--- src/rtl/gate_eval_arbiter.sv ---
// Round-robin arbiter sharing one z = x | ~y evaluator across N_REQ requesters.
// Optional statistics counters are enabled with GATE_EVAL_ARBITER_STATS_EN.
module gate_eval_arbiter #(
    parameter int N_REQ = 4
) (
    input  logic                     clk,
    input  logic                     areset,
    input  logic [N_REQ-1:0]         req,
    input  logic [N_REQ-1:0]         x,
    input  logic [N_REQ-1:0]         y,
    output logic [N_REQ-1:0]         gnt,
    output logic                     rsp_valid,
    output logic [$clog2(N_REQ)-1:0] rsp_id,
    output logic                     rsp_z,
    input  logic                     rsp_ready
`ifdef GATE_EVAL_ARBITER_STATS_EN
    ,
    output logic [15:0]              eval_cnt,
    output logic [15:0]              one_cnt
`endif
);

    localparam int IW = $clog2(N_REQ);

    typedef enum logic {
        EMPTY = 1'b0,
        FULL  = 1'b1
    } state_t;

    state_t        r_state;
    logic [IW-1:0] r_ptr;
    logic [IW-1:0] r_id;
    logic          r_z;

    logic          w_allow;
    logic          w_found;
    logic          w_grant;
    logic [IW-1:0] w_idx;
    logic [IW:0]   w_sum;
    logic          w_z;
    logic [IW-1:0] w_ptr_nxt;

    assign w_allow = (r_state == EMPTY) || rsp_ready;

    // Scan requesters starting at the round-robin pointer, wrapping at N_REQ.
    always_comb begin
        w_found = 1'b0;
        w_idx   = '0;
        w_sum   = '0;
        for (int i = 0; i < N_REQ; i++) begin
            w_sum = {1'b0, r_ptr} + (IW+1)'(i);
            if (w_sum >= (IW+1)'(N_REQ)) begin
                w_sum = w_sum - (IW+1)'(N_REQ);
            end
            if (!w_found && req[w_sum[IW-1:0]]) begin
                w_found = 1'b1;
                w_idx   = w_sum[IW-1:0];
            end
        end
    end

    assign w_grant   = w_allow && w_found && !areset;
    assign gnt       = w_grant ? (N_REQ'(1) << w_idx) : '0;
    assign w_z       = x[w_idx] | ~y[w_idx];
    assign w_ptr_nxt = (w_idx == IW'(N_REQ - 1)) ? '0 : w_idx + IW'(1);

    always_ff @(posedge clk or posedge areset) begin
        if (areset) begin
            r_state <= EMPTY;
            r_ptr   <= '0;
            r_id    <= '0;
            r_z     <= 1'b0;
        end else if (w_grant) begin
            r_state <= FULL;
            r_ptr   <= w_ptr_nxt;
            r_id    <= w_idx;
            r_z     <= w_z;
        end else if (r_state == FULL && rsp_ready) begin
            r_state <= EMPTY;
        end
    end

    assign rsp_valid = (r_state == FULL);
    assign rsp_id    = r_id;
    assign rsp_z     = r_z;

`ifdef GATE_EVAL_ARBITER_STATS_EN
    logic [15:0] r_eval_cnt;
    logic [15:0] r_one_cnt;

    always_ff @(posedge clk or posedge areset) begin
        if (areset) begin
            r_eval_cnt <= '0;
            r_one_cnt  <= '0;
        end else if (w_grant) begin
            r_eval_cnt <= r_eval_cnt + 16'd1;
            if (w_z) begin
                r_one_cnt <= r_one_cnt + 16'd1;
            end
        end
    end

    assign eval_cnt = r_eval_cnt;
    assign one_cnt  = r_one_cnt;
`endif

endmodule

--- config.mk ---
export PLATFORM = sky130hd
export DESIGN_NAME = gate_eval_arbiter
export DESIGN_NICKNAME = d
export VERILOG_FILES = /design/src/rtl/gate_eval_arbiter.sv
export SDC_FILE = /design/constraint.sdc
export NUM_CORES = 1
export LEC_CHECK = 0
export ABC_CLOCK_PERIOD_IN_PS = 4770
export BUFFER_PORTS_ARGS = -buffer_cell sky130_fd_sc_hd__buf_2
export CAP_MARGIN = 20
export CORE_AREA = 4 4 41 43
export CTS_CLUSTER_DIAMETER = 40
export DETAILED_ROUTE_END_ITERATION = 10
export DIE_AREA = 0 0 45 47
export HOLD_SLACK_MARGIN = 0.12
export PLACE_DENSITY = 0.72
export SETUP_SLACK_MARGIN = 0.15
export SYNTH_ARGS = -nofsm -noshare
export SYNTH_HDL_FRONTEND = slang
export SYNTH_SLANG_ARGS = --single-unit
--- constraint.sdc ---
create_clock -name clk -period 4.77 [get_ports clk]
set_input_delay 0.7155 -clock clk [delete_from_list [all_inputs] [get_ports clk]]
set_output_delay 0.7155 -clock clk [all_outputs]
set_load 0.05 [all_outputs]
==> impl_metrics.json <==
{
  "layout_common_cells": "22 x buf_2, 8 x inv_1, 6 x dfrtp_1",
  "hold_viol": 0,
  "period_needed_ns": 2.822,
  "dp_slack_ns": 1.916,
  "num_rows": 13,
  "io_buffers": 22,
  "path_clk_slew_ns": 0.04,
  "ys_ff_latch": 6,
  "r2r_slack_ns": 3.04,
  "rr_startpoint": "r_ptr[1]$_DFFE_PP0P_",
  "dieArea_mm2": 0.002115,
  "clockBufferDepth": 2,
  "cts_setup_buffers": 0,
  "overflow": 0,
  "vias": 446,
  "fillers": 132,
  "grt_pass1_wl_um": 1662,
  "synthCells": 54,
  "synth_seq_area_share": 0.3085,
  "grtUsageTotal": 0.1051,
  "antenna_cells": 0,
  "cts_sinks": 6,
  "cap_violations": 0,
  "report.final.slew_viol_count": 0,
  "routed_wl_um": 1039,
  "setup-tns-final_ns": 0,
  "cts_resized": 0,
  "drc_errors": 0,
  "outcome": "completed",
  "antenna_found_initial": 0,
  "startpoint": "req[2]",
  "die-height_um": 47,
  "final_common_cell": "buf_2",
  "fin_skew_ns": 0.001732,
  "post_drt_wl_per_cell_um": 11.05,
  "yosysWarnings": 0,
  "comb_power_share": 0.543,
  "dieWidth_um": 45,
  "clkLatencyLatePin_ns": 0.24,
  "gp_congestion": 0.7637,
  "cts_root_buf": "clkbuf_4",
  "grt_max_degree": 13,
  "power_mw": 0.2753,
  "crit_required_ns": 4.05,
  "cp_data_arrival_time_ns": 2.11,
  "area_growth_syn_to_layout_pct": 31.62,
  "synth_nets": 73,
  "rsz0062_at_grt": "no",
  "worst_slack_ns": 1.948,
  "p_sw_frac": 0.4747,
  "vias_per_cell": 4.745,
  "clock.fmax_mhz": 354.3,
  "start_kind": "input pin",
  "cts_tree": "done",
  "drt_iter0_drc": 3,
  "clockPowerShare": 0.164,
  "ios": 23,
  "pwr-share-seq": 0.294,
  "hpwl_um": 876.2,
  "power_density_mw_per_mm2": 429.8,
  "reg2reg_to": "r_ptr[1]$_DFFE_PP0P_",
  "fin_crit_sh": 0.5917,
  "synth_cell_types": 26,
  "layout.cells.non_filler": 94,
  "ant_nets": 0,
  "crit_type": "input pin to primary output",
  "dp_cells": 91,
  "cts_buffers": 3,
  "fp.coreArea_mm2": 0.001301,
  "max_slew_margin": 0.7276,
  "start_util": 0.3740,
  "cts_hold_buf": 0,
  "hp-class": "input pin to async pin",
  "first_pass_iters": 2,
  "avgSynthCellArea_um2": 9.013,
  "grt_pass1_vias": 436,
  "htree_levels": 1,
  "setup_violations": 0,
  "crit_fanout": 5,
  "synth.cell_area_um2": 486.7,
  "r2r_cells": 5,
  "power.switching_mw": 0.1307,
  "drive_gt1_frac": 0.4177,
  "layout.nets": 100,
  "p_int_mw": 0.1446,
  "end_kind": "primary output",
  "p_leak_nw": 0.3359,
  "peakVddDrop_mv": 0.2284,
  "worst_slew_pin_slew_ns": 0.4049
}
[cell usage after synthesis, drive strengths merged]
library cell,count,area share
o21bai,1,0.015
o211ai,1,0.015
dfrtp,6,0.31
or4b,2,0.049
inv,8,0.062
mux2i,1,0.021
mux2,2,0.046
ha,4,0.10
and2,4,0.051
a21oi,3,0.039
nor4,1,0.013
nor3,2,0.031
a21boi,1,0.015
nand2,2,0.015
nor2b,1,0.013
o21ai,2,0.021
a221oi,1,0.031
nor2,4,0.031
o2111ai,1,0.018
and2b,1,0.015
nand2b,4,0.051
buf,1,0.010
a211oi,1,0.026
[logic make-up (layout without fill, tap and decap cells)]
family	Yosys count	in the layout	share of synthesized area
flip-flops	6	6	0.3085
multiplexers	3	3	0.06684
adder cells (fa/ha/maj)	4	4	0.1028
AO/OA/AOI/OAI	11	11	0.1800
AND/OR/NAND/NOR	21	21	0.2699
buffers and inverters	9	34	0.07197
[worst max path at each step]
stage,end
global route,gnt[0]
global placement,gnt[2]
floorplan,gnt[1]
detailed placement,gnt[2]
finish,gnt[2]
CTS,gnt[2]
[through the flow]
stage | hold WS (ns) | area [um2] | util
global route | 0.4165 | 640.6 | 0.4923
detailed placement | 0.4929 | 618.1 | 0.4750
global placement | 0.5032 | 618.1 | 0.4750
floorplan | 0.5065 | 486.7 | -
finish | 0.4055 | 640.6 | 0.4923
CTS | 0.4007 | 640.6 | 0.4923
[per-layer routing]
| layer | GRT usage | wire, um |
|---|---|---|
| met1 | 0.1302 | 467 |
| met2 | 0.1751 | 485 |
| met3 | 0.01916 | 71 |
| met4 | 0.05263 | 15 |
| met5 | 0 | 0 |
[power by group through the flow]
stage / Sequential, mW / Combinational (mW) / Clock [mW]
global route: 0.0830 / 0.165 / 0.0501
detailed placement: 0.0812 / 0.151 / 0
floorplan: 0.115 / 0.0795 / 0
finish: 0.0809 / 0.149 / 0.0451
CTS: 0.0806 / 0.152 / 0.0475
global placement: 0.0804 / 0.149 / 0
[critical path, stage by stage]
cell and delay, ns:
buf_2 0.13, mux2i_1 0.14, nor2_1 0.07, nor3_2 0.36, inv_1 0.16, ha_1 0.21
and2_1 0.12, buf_2 0.20
[state kept, by name, indices dropped and copies added (netlist names)]
name / cells
rsp_id: 2
r_ptr: 2
rsp_z: 1
rsp_valid: 1
[layout make-up]
class                   instances  area, um2  share of cell area
clock buffers                   3      22.52             0.03516
repair buffers                 23      117.6              0.1836
multi-input cells              39      301.5              0.4707
flip-flops and latches          6      150.1              0.2344
inverters                       8      30.03             0.04688
well taps                      15      18.77             0.02930
Note: power is estimated with default switching activity, not from simulation.
